### config.mk
export PLATFORM = sky130hd
export DESIGN_NAME = ex_fu_result_collector_flat
export DESIGN_NICKNAME = d
export VERILOG_FILES = /design/src/rtl/ex_fu_result_collector_pkg.sv /design/src/rtl/ex_fu_result_collector_if.sv /design/src/rtl/ex_fu_result_collector_op_class.sv /design/src/rtl/ex_fu_result_collector.sv /design/src/flat_wrapper.sv
export SDC_FILE = /design/constraint.sdc
export NUM_CORES = 1
export LEC_CHECK = 0
export ABC_AREA = 1
export CAP_MARGIN = 20
export CORE_AREA = 2 2 93 77
export DETAILED_ROUTE_END_ITERATION = 8
export DIE_AREA = 0 0 95 79
export HOLD_SLACK_MARGIN = 0.06
export PLACE_DENSITY_LB_ADDON = 0.1
export SYNTH_ARGS = -nofsm -noshare
export SYNTH_HDL_FRONTEND = slang
export SYNTH_SLANG_ARGS = --single-unit
### constraint.sdc
create_clock -name clk -period 1.4 [get_ports clk]
set_input_delay 0.21 -clock clk [delete_from_list [all_inputs] [get_ports clk]]
set_output_delay 0.21 -clock clk [all_outputs]
set_load 0.1 [all_outputs]
### src/rtl/ex_fu_result_collector_pkg.sv
// ex_fu_result_collector_pkg: opcodes, multi-cycle class indices, FSM states, sizing helpers.
// Rev 1.0
`default_nettype none

package ex_fu_result_collector_pkg;

  localparam logic [3:0] ALU_ADD  = 4'h0;
  localparam logic [3:0] ALU_SUB  = 4'h1;
  localparam logic [3:0] ALU_AND  = 4'h2;
  localparam logic [3:0] ALU_OR   = 4'h3;
  localparam logic [3:0] ALU_XOR  = 4'h4;
  localparam logic [3:0] ALU_SLL  = 4'h5;
  localparam logic [3:0] ALU_SRL  = 4'h6;
  localparam logic [3:0] ALU_SRA  = 4'h7;
  localparam logic [3:0] ALU_SLT  = 4'h8;
  // 4'h9 is reserved and decodes as an ALU-class op
  localparam logic [3:0] ALU_MUL  = 4'hA;
  localparam logic [3:0] ALU_MULH = 4'hB;
  localparam logic [3:0] ALU_DIV  = 4'hC;
  localparam logic [3:0] ALU_DIVU = 4'hD;
  localparam logic [3:0] ALU_REM  = 4'hE;
  localparam logic [3:0] ALU_REMU = 4'hF;

  localparam int MC_MUL = 0;
  localparam int MC_DIV = 1;

  typedef enum logic [0:0] {
    ST_IDLE = 1'b0,
    ST_WAIT = 1'b1
  } state_t;

  function automatic int idx_width(input int n);
    return (n > 1) ? $clog2(n) : 1;
  endfunction

  function automatic int cnt_width(input int n);
    int w;
    w = $clog2(n + 1);
    return (w < 8) ? 8 : w;
  endfunction

endpackage

`default_nettype wire

### src/rtl/ex_fu_result_collector_if.sv
// ex_fu_result_collector_if: EX-stage op/result bus between pipeline, units and collector.
// Rev 1.0
`default_nettype none

interface ex_fu_result_collector_if #(
  parameter int XLEN   = 32,
  parameter int OP_W   = 4,
  parameter int NUM_MC = 2
);
  logic                     ex_valid;
  logic                     flush;
  logic [OP_W-1:0]          alu_op;
  logic [XLEN-1:0]          alu_result;
  logic [NUM_MC-1:0]        fu_start;
  logic [NUM_MC-1:0]        fu_kill;
  logic [NUM_MC-1:0]        fu_done;
  logic [NUM_MC*XLEN-1:0]   fu_result;
  logic                     ex_stall;
  logic                     res_valid;
  logic [XLEN-1:0]          res_data;
  logic                     ex_err;

  modport master (
    output ex_valid, flush, alu_op, alu_result, fu_done, fu_result,
    input  fu_start, fu_kill, ex_stall, res_valid, res_data, ex_err
  );

  modport slave (
    input  ex_valid, flush, alu_op, alu_result, fu_done, fu_result,
    output fu_start, fu_kill, ex_stall, res_valid, res_data, ex_err
  );
endinterface

`default_nettype wire

### src/rtl/ex_fu_result_collector_op_class.sv
// ex_op_class: decodes alu_op into {is_mc, mc_idx}; anything not multi-cycle is ALU-class.
// Rev 1.0
`default_nettype none

module ex_op_class
  import ex_fu_result_collector_pkg::*;
#(
  parameter int OP_W  = 4,
  parameter int IDX_W = 1
) (
  input  logic [OP_W-1:0]  alu_op,
  output logic             is_mc,
  output logic [IDX_W-1:0] mc_idx
);

  always_comb begin
    is_mc  = 1'b0;
    mc_idx = '0;
    case (alu_op)
      ALU_MUL, ALU_MULH: begin
        is_mc  = 1'b1;
        mc_idx = IDX_W'(MC_MUL);
      end
      ALU_DIV, ALU_DIVU, ALU_REM, ALU_REMU: begin
        is_mc  = 1'b1;
        mc_idx = IDX_W'(MC_DIV);
      end
      default: ;
    endcase
  end

endmodule

`default_nettype wire

### src/rtl/ex_fu_result_collector.sv
// ex_fu_result_collector: issues multi-cycle ops, stalls EX, registers ALU/unit result.
// Rev 1.0 -- optional watchdog abort enabled by EX_MC_TIMEOUT_EN.
`default_nettype none

module ex_fu_result_collector
  import ex_fu_result_collector_pkg::*;
#(
  parameter int XLEN        = 32,
  parameter int OP_W        = 4,
  parameter int NUM_MC      = 2,
  parameter int TIMEOUT_CYC = 64
) (
  input  logic                   clk,
  input  logic                   rst,
  ex_fu_result_collector_if.slave bus
);

  localparam int IDX_W = idx_width(NUM_MC);

  state_t              state;
  logic [IDX_W-1:0]    mc_idx_q;
  logic [IDX_W-1:0]    dec_idx;
  logic                dec_is_mc;
  logic [NUM_MC-1:0]   start_q;
  logic [NUM_MC-1:0]   kill_q;
  logic                valid_q;
  logic [XLEN-1:0]     data_q;
  logic [XLEN-1:0]     sel_result;
  logic                sel_done;
  logic                issue;

  ex_op_class #(
    .OP_W  (OP_W),
    .IDX_W (IDX_W)
  ) u_op_class (
    .alu_op (bus.alu_op),
    .is_mc  (dec_is_mc),
    .mc_idx (dec_idx)
  );

  // Only the unit latched at issue may complete the op.
  always_comb begin
    sel_done   = 1'b0;
    sel_result = '0;
    for (int k = 0; k < NUM_MC; k++) begin
      if (mc_idx_q == IDX_W'(k)) begin
        sel_done   = bus.fu_done[k];
        sel_result = bus.fu_result[k*XLEN +: XLEN];
      end
    end
  end

  assign issue        = (state == ST_IDLE) && bus.ex_valid && !bus.flush;
  assign bus.ex_stall = (state == ST_IDLE) ? (issue && dec_is_mc) : !sel_done;

`ifdef EX_MC_TIMEOUT_EN
  localparam int CNT_W = cnt_width(TIMEOUT_CYC);
  logic [CNT_W-1:0] cnt_q;
  logic             err_q;
`endif

  always_ff @(posedge clk) begin
    if (rst) begin
      state    <= ST_IDLE;
      mc_idx_q <= '0;
      start_q  <= '0;
      kill_q   <= '0;
      valid_q  <= 1'b0;
      data_q   <= '0;
`ifdef EX_MC_TIMEOUT_EN
      cnt_q    <= '0;
      err_q    <= 1'b0;
`endif
    end else begin
      start_q <= '0;
      kill_q  <= '0;
      valid_q <= 1'b0;
`ifdef EX_MC_TIMEOUT_EN
      err_q   <= 1'b0;
`endif
      case (state)
        ST_IDLE: begin
          if (issue) begin
            if (dec_is_mc) begin
              start_q  <= NUM_MC'(1) << dec_idx;
              mc_idx_q <= dec_idx;
              state    <= ST_WAIT;
`ifdef EX_MC_TIMEOUT_EN
              cnt_q    <= '0;
`endif
            end else begin
              data_q  <= bus.alu_result;
              valid_q <= 1'b1;
            end
          end
        end
        ST_WAIT: begin
          // Flush beats a same-cycle done: the killed op must not retire.
          if (bus.flush) begin
            kill_q <= NUM_MC'(1) << mc_idx_q;
            state  <= ST_IDLE;
          end else if (sel_done) begin
            data_q  <= sel_result;
            valid_q <= 1'b1;
            state   <= ST_IDLE;
`ifdef EX_MC_TIMEOUT_EN
          end else if (cnt_q == CNT_W'(TIMEOUT_CYC - 1)) begin
            kill_q  <= NUM_MC'(1) << mc_idx_q;
            data_q  <= '0;
            valid_q <= 1'b1;
            err_q   <= 1'b1;
            state   <= ST_IDLE;
          end else begin
            cnt_q <= cnt_q + 1'b1;
`endif
          end
        end
        default: state <= ST_IDLE;
      endcase
    end
  end

  assign bus.fu_start  = start_q;
  assign bus.fu_kill   = kill_q;
  assign bus.res_valid = valid_q;
  assign bus.res_data  = data_q;
`ifdef EX_MC_TIMEOUT_EN
  assign bus.ex_err    = err_q;
`else
  assign bus.ex_err    = 1'b0;
`endif

endmodule

`default_nettype wire

### src/flat_wrapper.sv
// flat-port wrapper written by rule: the top's interface ports become plain ports
module ex_fu_result_collector_flat import ex_fu_result_collector_pkg::*;
#(
  parameter int XLEN        = 32,
  parameter int OP_W        = 4,
  parameter int NUM_MC      = 2,
  parameter int TIMEOUT_CYC = 64
)
  (clk, rst, bus_ex_valid, bus_flush, bus_alu_op, bus_alu_result, bus_fu_done, bus_fu_result, bus_fu_start, bus_fu_kill, bus_ex_stall, bus_res_valid, bus_res_data, bus_ex_err);
  ex_fu_result_collector_if #(.XLEN(XLEN), .OP_W(OP_W), .NUM_MC(NUM_MC)) bus_i ();
  input  logic clk;
  input  logic rst;
  input wire logic [$bits(bus_i.ex_valid)-1:0] bus_ex_valid;
  input wire logic [$bits(bus_i.flush)-1:0] bus_flush;
  input wire logic [$bits(bus_i.alu_op)-1:0] bus_alu_op;
  input wire logic [$bits(bus_i.alu_result)-1:0] bus_alu_result;
  input wire logic [$bits(bus_i.fu_done)-1:0] bus_fu_done;
  input wire logic [$bits(bus_i.fu_result)-1:0] bus_fu_result;
  output wire logic [$bits(bus_i.fu_start)-1:0] bus_fu_start;
  output wire logic [$bits(bus_i.fu_kill)-1:0] bus_fu_kill;
  output wire logic [$bits(bus_i.ex_stall)-1:0] bus_ex_stall;
  output wire logic [$bits(bus_i.res_valid)-1:0] bus_res_valid;
  output wire logic [$bits(bus_i.res_data)-1:0] bus_res_data;
  output wire logic [$bits(bus_i.ex_err)-1:0] bus_ex_err;
  assign bus_i.ex_valid = bus_ex_valid;
  assign bus_i.flush = bus_flush;
  assign bus_i.alu_op = bus_alu_op;
  assign bus_i.alu_result = bus_alu_result;
  assign bus_i.fu_done = bus_fu_done;
  assign bus_i.fu_result = bus_fu_result;
  assign bus_fu_start = bus_i.fu_start;
  assign bus_fu_kill = bus_i.fu_kill;
  assign bus_ex_stall = bus_i.ex_stall;
  assign bus_res_valid = bus_i.res_valid;
  assign bus_res_data = bus_i.res_data;
  assign bus_ex_err = bus_i.ex_err;
  ex_fu_result_collector #(.XLEN(XLEN), .OP_W(OP_W), .NUM_MC(NUM_MC), .TIMEOUT_CYC(TIMEOUT_CYC)) u_core (.clk(clk), .rst(rst), .bus(bus_i));
endmodule
**After elaboration in Yosys (flattened, before gate mapping)**

Index checks and enable logic that the tools add are counted.

- Register bits after elaboration: 39
- Input port bits: 106
- Logic and storage cells: 53

- Bitwise gates (word level): 4
- Shifts and indexed selects: 2
- Multiplexer cells: 20
- Eq/ne operators: 10
- Reductions and logical operators: 11

Operators by type and width:

| kind | number |
|---|---|
| two-way mux 32 bit | 5 |
| case mux 32 bit (2 select lines) | 1 |
| equality test 4 bit (second input constant) | 6 |
| two-way mux 1 bit | 12 |
| OR reduction 4 bit | 2 |
| inequality test 2 bit (second input constant) | 3 |
| OR reduction 6 bit | 1 |
| inverter 1 bit | 4 |
| case mux 1 bit (2 select lines) | 2 |
| AND reduction 4 bit | 1 |
| left shift 1 x 1 -> 2 bit (first input constant) | 2 |
| logical AND 1 bit | 3 |
| AND reduction 3 bit | 1 |
| OR reduction 3 bit | 1 |
| logical NOT 1 bit | 2 |
| inequality test 2 x 1 -> 1 bit (second input constant) | 1 |

**Logic depth before layout (Yosys ltp)**

Gate-level depths: netlist of run 1.

- Word-level depth: 6
- Depth in mapped cells: 10

**Modules after synthesis**

From an unflattened synthesis of run 1, not the netlist that was laid out.

- Cell total of the unflattened synthesis: 365
- Area, all modules: 2,374.8 µm²

Modules (own cells, without submodules):

| module | area each (µm²) | cells an instance | instances |
|---|---|---|---|
| ex_fu_result_collector | 2,359.8 | 361 | 1 |
| ex_op_class | 15.0 | 4 | 1 |

**Worst setup path after synthesis of run 1**

OpenSTA, ideal clock, no wires.

- Path kind: register -> output
- From: register u_core.state
- To: output bus_ex_stall
- Setup slack: -189 ps
- Data arrival time: 1,379 ps
- Cell stages (with the launch flop): 7
- Required time: 1,190 ps
- Cells stage by stage: dfxtp_1 -> buf_6 -> inv_6 -> nand3b_1 -> nor2_1 -> inv_1 -> nand2_1

- Cells in the longest elaborated chain, start to end: 5

RTL lines:

| what | RTL line | RTL |
|---|---|---|
| from (decl) | ex_fu_result_collector.sv:20 | `state_t state;` |
| from (signal assigned) | ex_fu_result_collector.sv:64 | `state <= ST_IDLE;` |
| from (signal assigned) | ex_fu_result_collector.sv:87 | `state <= ST_WAIT;` |
| from (signal assigned) | ex_fu_result_collector.sv:101 | `state <= ST_IDLE;` |
| inverter 1 bit (no line) | -- |  |
| logical AND 1 bit (2 in series) | ex_fu_result_collector.sv:53 | `assign issue = (state == ST_IDLE) && bus.ex_valid && !bus.flush;` |
| logical AND 1 bit | ex_fu_result_collector.sv:54 | `assign bus.ex_stall = (state == ST_IDLE) ? (issue && dec_is_mc) : !sel_done;` |
| two-way mux 1 bit (*) | ex_fu_result_collector.sv:54 |  |
| to (decl) | flat_wrapper.sv:21 | `output wire logic [$bits(bus_i.ex_stall)-1:0] bus_ex_stall;` |

Every way passes the cells marked *; elsewhere a longest branch is shown, timed or not.

**Worst setup path after layout of run 1**

Same ends and word-level chain as after synthesis.

==> results.cfg, run 1 <==
[outcome]
status = finished with violations
violations = setup timing

[power]
clkPwrFrac_pct = 26.6
p_seq_share_pct = 33.7
p_comb_share_pct = 39.7
intPower_mw = 2.42
power.density_nw_per_um2 = 814
leakage_nw = 2.07
power_switching_mw = 1.26
vdd_drop_max_mv = 0.497
sw_frac_of_total_pct = 34.3

[worst_hold_path]
hold_class = primary input to flip-flop
hold_path_end = u_core.bus.fu_start[0]
hp-start = bus_alu_op[2]
holdPathStages = 3

[timing]
rsz0062_at_grt = true
finalSetupTns_ps = -56.5
fmax_mhz = 687
maxSlewViolCount = 0
setup_viol_count_final = 1
hold_slack_ps = 372
setup_ws_ps = -56.5
hold_viol = 0
fin_crit_ps = 1460
period_share_pct = 104
finClkSkew_ps = 6.36

[die]
die_area_um2 = 7510
ios = 145
initial_utilization_pct = 35.4
dieWidth_um = 95
rows = 27
core_area_um2 = 6660
dieHeight_um = 79

[worst_setup_path]
crit_required_ps = 1190
cp_max_fo = 4
crit_chain = inv_8 > nand3b_1 > nor2_2 > inv_2 > nand2_2 > buf_12
max_stage_delay_ps = 380
r2r-start = u_core.state
crit_path_start_kind = flip-flop
r2r_slack_ps = 30
path_delay_family = flip-flops
cp.arrival_ps = 1250
critPathBufInv = 3
end_kind = output port
slowest_stage = dfxtp_4
cp-startpoint = u_core.state
r2r-end = u_core.bus.res_data[25]
worstSetupPathType = flip-flop to output port
reg2reg_depth = 10
path_depth = 6

[finish]
final_layout_size_suffix_gt1_share_pct = 17.8
layout_commonest_cell = nand2_1
fin_util_pct = 67.9
diodes = 0
nNetsFinal = 639
area_growth_pct = 92.1
final_cell_mix = nand2_1 (118), clkdlybuf4s50_1 (101), nor2_1 (92), buf_12 (43), dfxtp_1 (37)

[clock_network]
ctsHoldBuffers = 0
cts_tree = built
clockBufferDepth = 2
cts_sinks = 39
htree_levels = 2
worstSkewPairLatency_ps = 290
cts_buffers = 5
clkTransAtPathRegs_ps = 80
root_buffer = clkbuf_8

[logic_synthesis]
synth_cells = 384
ys_ff_latch = 39
yosysWarningCount = 0
synth.avg_cell_area_um2 = 6.13
ys_types = 24
netlist_area_um2 = 2350
yosysSeqAreaShare_pct = 33.2
synth_fp_nets = 490

[drt]
vias = 2837
viasPerCell = 4.57
drt_iter0_markers = 85
firstDrtPassIters = 5
wire_per_inst_um = 12.1
remaining_drc_errors = 0
wl_um = 7510
antenna_left = 0

[global_routing]
track_usage_pct = 20.2
grt_pass1_vias = 2652
grt-ovfl-total = 0
grt_pass1_wl_um = 11900
grt_max_degree = 23
antenna_found_initial = 0

[run]
drv_cap = 0

[placement]
pre_cts_ws_ps = -169
dp_hpwl_um = 5700
port_buffers = 142
gp_congestion = 0.813
worst min-delay path, stage by stage:
cell           delay (ps)
dlygate4sd2_1         230
buf_4                 120
a21oi_1                50
cell families after synthesis:
family | Yosys count | synth area share [%]
AO/OA/AOI/OAI | 51 | 11.0
flip-flops | 39 | 33.2
buffers and inverters | 46 | 10.5
other | 1 | 0.159
AND/OR/NAND/NOR | 247 | 45.2
power by group through the flow:
stage | combinational, mW | clock [mW] | sequential, mW
floorplan | 0.331 | 0 | 1.70
global placement | 1.44 | 0 | 1.27
detailed placement | 1.45 | 0 | 1.27
CTS | 1.46 | 1.02 | 1.24
global route | 1.55 | 1.07 | 1.25
finish | 1.46 | 0.979 | 1.24
flip-flops by register name, indices dropped and copies added (netlist names):
register	count
u_core.bus.fu_kill	2
u_core.bus.fu_start	2
u_core.mc_idx_q	1
u_core.bus.res_valid	1
u_core.state	1
u_core.bus.res_data	32
synthesized netlist by cell type, drive strengths merged:
| library cell | instances | area share [%] |
|---|---|---|
| o31ai | 1 | 0.32 |
| conb | 1 | 0.16 |
| nand3 | 3 | 0.64 |
| buf | 17 | 5.3 |
| nor2 | 103 | 18 |
| o21ai | 32 | 6.8 |
| inv | 21 | 3.9 |
| clkbuf | 7 | 1.1 |
| nand2 | 125 | 22 |
| clkinv | 1 | 0.16 |
| dfxtp | 39 | 33 |
| a21oi | 18 | 3.8 |
| nand3b | 16 | 5.1 |
timing repair:
item,4_1_cts,5_1_grt
resized for setup,7,6
cloned,1,0
setup endpoints to repair,1,33
setup buffers,3,2
pin swaps,1,0
hold endpoints to repair,0,0
worst max path at each step:
stage / endpoint / slack [ps]
2_1_floorplan: bus_ex_stall / 70
3_5_place_dp: bus_ex_stall / -170
3_3_place_gp: u_core.bus.res_data[26] / -140
6_report: bus_ex_stall / -60
5_1_grt: bus_ex_stall / -130
4_1_cts: bus_ex_stall / -90
layer usage:
metal  share of wire (%)  global-route usage, %  up-vias
li1                    -                      -     1477
met1                  40                   22.2     1267
met2                  51                   37.8       83
met3                 7.8                   5.60       10
met4                 1.5                   5.07        0
met5                   0                      0        -
final cells by class:
type | count | area [µm²]
Inverter | 22 | 97.6
Multi-Input combinational cell | 299 | 1340
Tap cell | 87 | 109
Sequential cell | 39 | 786
Timing Repair Buffer | 166 | 2080
Fill cell | 578 | 2130
Clock inverter | 2 | 35.0
Clock buffer | 6 | 82.6
through the flow:
stage          std cells  area (µm²)  power [mW]
2_1_floorplan        384        2360        2.03
3_3_place_gp         607        4310        2.70
3_5_place_dp         607        4310        2.72
4_1_cts              619        4490        3.72
5_1_grt              621        4520        3.87
6_report             621        4520        3.68
Power figures use the tool's default switching activity.
==> run 2, diff against run 1 <==
--- a/config.mk
+++ b/config.mk
@@ -8,10 +8,12 @@
 export ABC_AREA = 1
 export CAP_MARGIN = 20
 export CORE_AREA = 2 2 93 77
+export CTS_CLUSTER_DIAMETER = 30
 export DETAILED_ROUTE_END_ITERATION = 8
 export DIE_AREA = 0 0 95 79
 export HOLD_SLACK_MARGIN = 0.06
 export PLACE_DENSITY_LB_ADDON = 0.1
+export SLEW_MARGIN = 20
 export SYNTH_ARGS = -nofsm -noshare
 export SYNTH_HDL_FRONTEND = slang
 export SYNTH_SLANG_ARGS = --single-unit
==> results of run 2 <==
Final layout, timing and power as in run 1 (identical DEF).
==> run 3, diff against run 2 <==
--- a/config.mk
+++ b/config.mk
@@ -9,6 +9,7 @@
 export CAP_MARGIN = 20
 export CORE_AREA = 2 2 93 77
 export CTS_CLUSTER_DIAMETER = 30
+export CTS_CLUSTER_SIZE = 8
 export DETAILED_ROUTE_END_ITERATION = 8
 export DIE_AREA = 0 0 95 79
 export HOLD_SLACK_MARGIN = 0.06
==> results of run 3 <==
Final layout, timing and power as in run 1 (identical DEF).
